==> src/rtl/pc_unit.sv <==
// pc_unit: program-counter unit for the fetch stage.
//
// Holds the fetch PC and chooses the next one each cycle from a trap entry,
// an EX-stage branch/jump redirect (with alignment check), a fetch stall, a
// return prediction from a small circular return-address stack (RAS), or a
// plain sequential step.
//
// Ports:
//   clk, rst                       clock, asynchronous active-high reset
//   stall                          hold PC (hazard unit)
//   redirect_valid, redirect_addr  taken branch/jump target from EX
//   trap_valid, trap_vector        exception/interrupt entry
//   call_push, call_ret_addr       decoded call: push return address
//   ret_pred                       decoded return: predict target from RAS
//   pc_out, pc_valid               current fetch address and its validity
//   flush                          one-cycle pulse: squash IF/ID
//   misaligned_err/_addr           one-cycle pulse + captured bad target
//   ras_empty, ras_full            RAS occupancy flags
module pc_unit #(
  parameter int XLEN         = 32,
  parameter int INC          = 4,
  parameter logic [XLEN-1:0] RESET_VECTOR = '0,
  parameter int RAS_DEPTH    = 4
) (
  input  logic            clk,
  input  logic            rst,
  input  logic            stall,
  input  logic            redirect_valid,
  input  logic [XLEN-1:0] redirect_addr,
  input  logic            trap_valid,
  input  logic [XLEN-1:0] trap_vector,
  input  logic            call_push,
  input  logic [XLEN-1:0] call_ret_addr,
  input  logic            ret_pred,
  output logic [XLEN-1:0] pc_out,
  output logic            pc_valid,
  output logic            flush,
  output logic            misaligned_err,
  output logic [XLEN-1:0] misaligned_addr,
  output logic            ras_empty,
  output logic            ras_full
);

  localparam int PW = $clog2(RAS_DEPTH);
  localparam int CW = PW + 1;

  typedef enum logic {BOOT, RUN} state_t;

  state_t          state_reg, state_next;
  logic [XLEN-1:0] pc_reg, pc_next;
  logic            flush_reg, flush_next;
  logic            mis_err_reg, mis_err_next;
  logic [XLEN-1:0] mis_addr_reg, mis_addr_next;
  logic [PW-1:0]   ptr_reg, ptr_next;
  logic [CW-1:0]   count_reg, count_next;

  // Small RAS: read asynchronously because a predicted return must load
  // the top entry into the PC on the same edge it is requested.
  logic [XLEN-1:0] ras_mem [RAS_DEPTH];
  logic            ras_we;
  logic [PW-1:0]   ras_waddr;
  logic [XLEN-1:0] ras_top;
  logic            misaligned;

  assign ras_top = ras_mem[ptr_reg];

  generate
    if (INC == 4) begin : g_align_byte
      assign misaligned = |redirect_addr[1:0];
    end else begin : g_align_word
      assign misaligned = 1'b0;
    end
  endgenerate

  assign pc_out          = pc_reg;
  assign pc_valid        = (state_reg == RUN);
  assign flush           = flush_reg;
  assign misaligned_err  = mis_err_reg;
  assign misaligned_addr = mis_addr_reg;
  assign ras_empty       = (count_reg == '0);
  assign ras_full        = (count_reg == CW'(RAS_DEPTH));

  always_ff @(posedge clk or posedge rst) begin
    if (rst) begin
      state_reg    <= BOOT;
      pc_reg       <= RESET_VECTOR;
      flush_reg    <= 1'b0;
      mis_err_reg  <= 1'b0;
      mis_addr_reg <= '0;
      ptr_reg      <= '0;
      count_reg    <= '0;
    end else begin
      state_reg    <= state_next;
      pc_reg       <= pc_next;
      flush_reg    <= flush_next;
      mis_err_reg  <= mis_err_next;
      mis_addr_reg <= mis_addr_next;
      ptr_reg      <= ptr_next;
      count_reg    <= count_next;
    end
  end

  // Entry contents need no reset; write enable is low throughout BOOT.
  always_ff @(posedge clk) begin
    if (ras_we) begin
      ras_mem[ras_waddr] <= call_ret_addr;
    end
  end

  always_comb begin
    state_next    = state_reg;
    pc_next       = pc_reg;
    flush_next    = 1'b0;
    mis_err_next  = 1'b0;
    mis_addr_next = mis_addr_reg;
    ptr_next      = ptr_reg;
    count_next    = count_reg;
    ras_we        = 1'b0;
    ras_waddr     = ptr_reg;

    if (state_reg == BOOT) begin
      // First edge out of reset only validates the reset vector.
      state_next = RUN;
    end else if (trap_valid) begin
      pc_next    = trap_vector;
      flush_next = 1'b1;
    end else if (redirect_valid) begin
      if (misaligned) begin
        mis_err_next  = 1'b1;
        mis_addr_next = redirect_addr;
      end else begin
        pc_next    = redirect_addr;
        flush_next = 1'b1;
      end
    end else if (!stall) begin
      if (ret_pred && !ras_empty) begin
        pc_next = ras_top;
        if (call_push) begin
          // Pop and push in one cycle: replace the top in place.
          ras_we = 1'b1;
        end else begin
          ptr_next   = ptr_reg - 1'b1;
          count_next = count_reg - 1'b1;
        end
      end else begin
        pc_next = pc_reg + XLEN'(INC);
        if (call_push) begin
          // Pointer wraps, so a push when full overwrites the oldest entry.
          ras_we    = 1'b1;
          ras_waddr = ptr_reg + 1'b1;
          ptr_next  = ptr_reg + 1'b1;
          if (!ras_full) begin
            count_next = count_reg + 1'b1;
          end
        end
      end
    end
  end

endmodule

==> config.mk <==
export PLATFORM = sky130hd
export DESIGN_NAME = pc_unit
export DESIGN_NICKNAME = d
export VERILOG_FILES = /design/src/rtl/pc_unit.sv
export SDC_FILE = /design/constraint.sdc
export NUM_CORES = 1
export LEC_CHECK = 0
export ABC_AREA = 0
export CAP_MARGIN = 20
export CORE_MARGIN = 2
export CORE_UTILIZATION = 47
export CTS_CLUSTER_SIZE = 20
export DETAILED_ROUTE_END_ITERATION = 10
export PLACE_DENSITY_LB_ADDON = 0.25
export SETUP_SLACK_MARGIN = 0.15
export SYNTH_ARGS = -nofsm -noshare
export SYNTH_HDL_FRONTEND = slang
export SYNTH_SLANG_ARGS = --single-unit
==> constraint.sdc <==
create_clock -name clk -period 4.7 [get_ports clk]
set_input_delay 0.705 -clock clk [delete_from_list [all_inputs] [get_ports clk]]
set_output_delay 0.705 -clock clk [all_outputs]
set_load 0.005 [all_outputs]
=== Word-level counts from Yosys, hierarchy flattened ===
Memory sizes are Yosys's and may differ from the RTL's.
Index checks and enable logic that the tools add are counted.

* Reduce and logical (&&, ||, !) cells: 9
* Bitwise logic cells: 3
* Eq/ne operators: 5
* $add $sub $neg: 5
* Mux-type cells: 32

{| class="wikitable"
|+ Operator list
! operator !! number
|-
| two-way mux 32 bit || 5
|-
| adder 32 x 3 -> 32 bit, second input constant || 1
|-
| two-way mux 2 bit || 8
|-
| two-way mux 1 bit || 15
|-
| two-way mux 3 bit || 4
|-
| AND reduction 7 bit || 1
|-
| AND reduction 5 bit || 1
|-
| AND reduction 4 bit || 1
|-
| adder 3 x 1 -> 3 bit, second input constant || 1
|-
| equality test 3 bit, second input constant || 1
|-
| zero test 3 bit || 1
|-
| inequality test 3 x 1 -> 1 bit, second input constant || 1
|-
| inequality test 3 bit, second input constant || 1
|-
| NOT 1 bit || 3
|-
| AND reduction 3 bit || 1
|-
| subtractor 3 x 1 -> 3 bit, second input constant || 1
|-
| adder 2 x 1 -> 2 bit, second input constant || 1
|-
| inequality test 2 x 1 -> 1 bit, second input constant || 1
|-
| inequality test 2 bit, second input constant || 1
|-
| nonzero test 2 bit || 1
|-
| OR reduction 2 bit || 1
|-
| subtractor 2 x 1 -> 2 bit, second input constant || 1
|-
| logical AND 1 bit || 1
|-
| zero test 1 bit || 1
|}

* Word-level logic and storage cells: 62
* Bits in writable memories: 128
* Memories: 1
* Register bits: 72
* Output and inout bits: 69

{| class="wikitable"
|+ Memories
! memory !! depth !! bits a word !! rd ports !! clocked after memory_dff !! wr ports !! line !! text
|-
| ras_mem || 4 || 32 || 1 || 0 || 1 || 59 || <nowiki>logic [XLEN-1:0] ras_mem [RAS_DEPTH];</nowiki>
|}

=== Depth between registers and ports, before layout ===
* Word-level depth: 8
* Mapped depth: 7

=== Worst setup path before layout ===
OpenSTA, ideal clock, no wires.

* Path kind: input-to-reg
* From: in trap_valid
* To: mem ras_mem[1][0], enable pin
* Arrival: 4.595 ns
* Path buffers: 1
* Cell stages on the path: 4
* Slack: -0.397 ns
* Cells stage by stage: buf_2 -> nor4b_4 -> nand2_1 -> nor4_1

* Word-level cells in the longest chain between the ends: 4

{| class="wikitable"
|+ RTL lines
! item !! line !! text
|-
| from (decl) || 30 || <nowiki>input logic trap_valid,</nowiki>
|-
| two-way mux 1 bit || 124 || <nowiki>end else if (trap_valid) begin</nowiki>
|-
| two-way mux 1 bit || 121 || <nowiki>if (state_reg == BOOT) begin</nowiki>
|-
| two-way mux 1 bit || 105 || <nowiki>if (ras_we) begin</nowiki>
|-
| two-way mux 1 bit (not written as such) || 106 || <nowiki>ras_mem[ras_waddr] <= call_ret_addr;</nowiki>
|-
| to (decl) || 59 ||
|}

Several ways; a longest one is shown, not always the timed one.

=== Worst setup path in the final report ===
* From: in redirect_addr[0]
* To: reg pc_reg[1] (netlist: pc_out[1])

* Word-level cells in the longest chain between the ends: 3

{| class="wikitable"
|+ RTL lines
! item !! line !! text
|-
| from (decl) || 29 || <nowiki>input logic [XLEN-1:0] redirect_addr,</nowiki>
|-
| OR reduction 2 bit || 69 || <nowiki>assign misaligned = |redirect_addr[1:0];</nowiki>
|-
| inequality test 3 bit (no line) || -- ||
|-
| AND reduction 3 bit (no line) || -- ||
|-
| to (signal assigned) || 94 || <nowiki>pc_reg <= pc_next;</nowiki>
|-
| to (decl) || 50 || <nowiki>logic [XLEN-1:0] pc_reg, pc_next;</nowiki>
|}

No other way between the ends.
A chain may end at the register's enable or synchronous reset.

==> results_dict.tcl <==
set metrics [dict create \
    numCtsBuffers 17 \
    grtUsageTotal_pct 23.6 \
    ant_nets 0 \
    worst_pin_slew_ns 0.897 \
    crit_slowest_cell "o31a_1" \
    grt_pass1_vias 6342 \
    cp.required_ns 5.04 \
    clockRootBuffer "clkbuf_16" \
    syn2layout_area_growth_pct 29.4 \
    seqPwrFrac_pct 44.0 \
    finalNetCount 901 \
    max_freq_mhz 327 \
    crit_arrival_ns 3.40 \
    drt_first_iter_violations 534 \
    p_per_area_mw_per_mm2 449 \
    synth_cell_types 70 \
    largest_reg_flops 128 \
    yosys.area.top_type_share_pct 42.9 \
    num_rows 50 \
    dpl-instance-area_mm2 0.0110 \
    dp_hpwl_um 16300 \
    critical_path_class "primary input to flip-flop" \
    crit_chain "clkdlybuf4s50_1, nor3b_1, o31a_1, o21ai_0, o21bai_1, o21ai_0" \
    hold_viol 0 \
    htree_levels 4 \
    yosys_register_bits 200 \
    async_flop_share_pct 36.0 \
    post-route-period-util_pct 65.2 \
    leakagePower_nw 4.06 \
    clockBufferDepth 2 \
    place.gp.congestion 0.966 \
    drive_gt1_share_pct 16.4 \
    cp.buffers_inverters 1 \
    cp_max_fo 23 \
    ys.flop_type "edfxtp_1" \
    die_x_um 142 \
    status "finished, final reports clean" \
    grt_overflow 0 \
    viasPerCell 6.10 \
    worst_path_largest_cell_delay_ns 0.79 \
    grt_pass1_wl_um 36000 \
    synth_area_leaders "edfxtp_1, dfrtp_1, mux4_2" \
    top_register "ras_mem" \
    drc 0 \
    hold_buffers 0 \
    dr.pass1.iters 5 \
    synthCells 628 \
    synth_area_mm2 0.00896 \
    skew_ns 0.00644 \
    worstRegToRegCells 5 \
    core_mm2 0.0187 \
    final_core_util_pct 62.0 \
    wl_per_cell_um 22.6 \
    synth-seq-area-share_pct 63.0 \
    p_clk_share_pct 28.8 \
    clock_sinks 200 \
    switching_share_pct 29.6 \
    synth_edf_count 128 \
    worstReg2RegStart "ptr_reg[0]$_DFFE_PP0P_" \
    antenna_cells 0 \
    final_area_mm2 0.0116 \
    die_area_mm2 0.0202 \
    post_cts_resize_count 0 \
    yosysTopAreaCell "edfxtp_1" \
    syn_area_per_cell_um2 14.3 \
    drt-total-wl_um 23600 \
    antenna_found_initial 0 \
    intPower_mw 3.66 \
    timing.hold.ws_ns 0.494 \
    total_power_mw 5.21 \
    crit_path_start_kind "primary input" \
    cp_common_cell "o21ai_0" \
    setup-violations-final 0 \
    hold_class "primary input to asynchronous set/reset pin" \
    cts_tree "yes" \
    synth_warnings 0 \
    clock_latency_ns 0.43 \
    slew-limit-headroom_pct 40.2 \
    syn-num-nets 733 \
    io_buffer_count 171 \
    die_h_um 142 \
    clkSlewWorstSetupHoldPaths_ns 0.07 \
    p_switching_mw 1.54 \
    crit_family "compound AO/OA/AOI/OAI gates" \
    slew_viol_final 0 \
    initial_utilization_pct 47.9 \
    rsz0062_at_grt "false" \
    regToRegEndpoint "pc_out[26]$_DFFE_PP0P_" \
    pin_count 172 \
    combinationalPowerShare_pct 27.3 \
    cp-end-kind "flip-flop" \
    grt_max_degree 51 \
    drv_cap 0 \
    peakVddDrop_v 0.000243 \
    reg2reg_slack_ns 2.12 \
    vias 6361 \
    postCtsSetupRepairBufs 0 \
    fin_crit_ns 3.06 \
]
-- power groups by stage --
stage / Sequential, mW / Clock (mW) / Combinational, mW
2_1_floorplan: 2.22 / 0 / 0.823
3_3_place_gp: 2.31 / 0 / 1.38
3_5_place_dp: 2.32 / 0 / 1.41
4_1_cts: 2.29 / 1.52 / 1.42
5_1_grt: 2.32 / 1.60 / 1.52
6_report: 2.29 / 1.50 / 1.42
-- placed cells by master, fill, tap and decap left out, types with 10 or more instances in the layout --
master / instances
nor2_1: 28
nor3_1: 14
nand2_1: 41
o21ai_0: 27
inv_1: 10
nand3_1: 13
a21oi_1: 27
xnor2_1: 11
buf_4: 11
dfrtp_1: 71
edfxtp_1: 128
clkdlybuf4s50_1: 170
mux4_2: 32
mux2_2: 33
clkbuf_16: 17
-- through the flow --
step | setup TNS, ns | worst slack (ns) | cells
global placement | 0 | 1.36 | 1008
detailed placement | 0 | 1.21 | 1009
finish | 0 | 1.64 | 1043
global route | 0 | 1.50 | 1043
CTS | 0 | 1.65 | 1041
floorplan | -25.38 | -0.397 | 628
-- cell type report --
| cell class | instances | area, µm² |
|---|---|---|
| Clock buffer | 18 | 429 |
| Clock inverter | 14 | 169 |
| Fill cell | 1374 | 7100 |
| Inverter | 13 | 48.8 |
| Multi-Input combinational cell | 379 | 3160 |
| Sequential cell | 200 | 5650 |
| Tap cell | 234 | 293 |
| Timing Repair Buffer | 185 | 1850 |
-- cells in the mapped netlist (5+ instances only) --
cell type    n
edfxtp_1   128
dfrtp_1     72
nand2_1     41
mux2_2      33
mux4_2      32
nor2_1      30
a21oi_1     27
o21ai_0     27
clkbuf_1    18
buf_2       15
nor3_1      14
nand3_1     13
inv_1       11
xnor2_1     11
nand2b_1     9
o21a_1       9
o31a_1       9
nand4_1      8
a211oi_1     7
xor2_1       7
nor4_1       6
o221ai_1     6
a221oi_1     5
or3_1        5
-- logic make-up (layout without fill, tap and decap cells) --
logic type               Yosys count  in the layout  synth area share, %
XOR/XNOR                          18             18                 1.76
AO/OA/AOI/OAI                    142            142                 11.4
buffers and inverters             49            230                 2.32
AND/OR/NAND/NOR                  150            150                 8.85
multiplexers                      66             66                 12.3
flip-flops                       200            200                 63.0
adder cells (fa/ha/maj)            2              2                0.363
other                              1              1               0.0418
-- worst max-delay path by stage --
| stage | start | end | slack [ns] | cells past startpoint |
|---|---|---|---|---|
| after floorplan | trap_valid | ras_mem[1][0]$_DFFE_PP_ | -0.40 | 4 |
| after global placement | redirect_addr[0] | pc_out[1]$_DFFE_PP0P_ | 1.36 | 6 |
| after detailed placement | redirect_addr[0] | pc_out[1]$_DFFE_PP0P_ | 1.21 | 6 |
| after CTS | redirect_addr[0] | pc_out[1]$_DFFE_PP0P_ | 1.65 | 6 |
| after global routing | redirect_addr[0] | pc_out[1]$_DFFE_PP0P_ | 1.50 | 6 |
| final | redirect_addr[0] | pc_out[1]$_DFFE_PP0P_ | 1.64 | 6 |
-- per-layer routing --
metal | up-vias | wire (µm) | track usage, %
met1 | 3210 | 10300 | 33.2
met4 | 0 | 486 | 7.21
met5 | - | 0 | 0
met2 | 306 | 11200 | 37.2
met3 | 36 | 1630 | 5.08
li1 | 2809 | - | -
(Power assumes the default switching activity.)
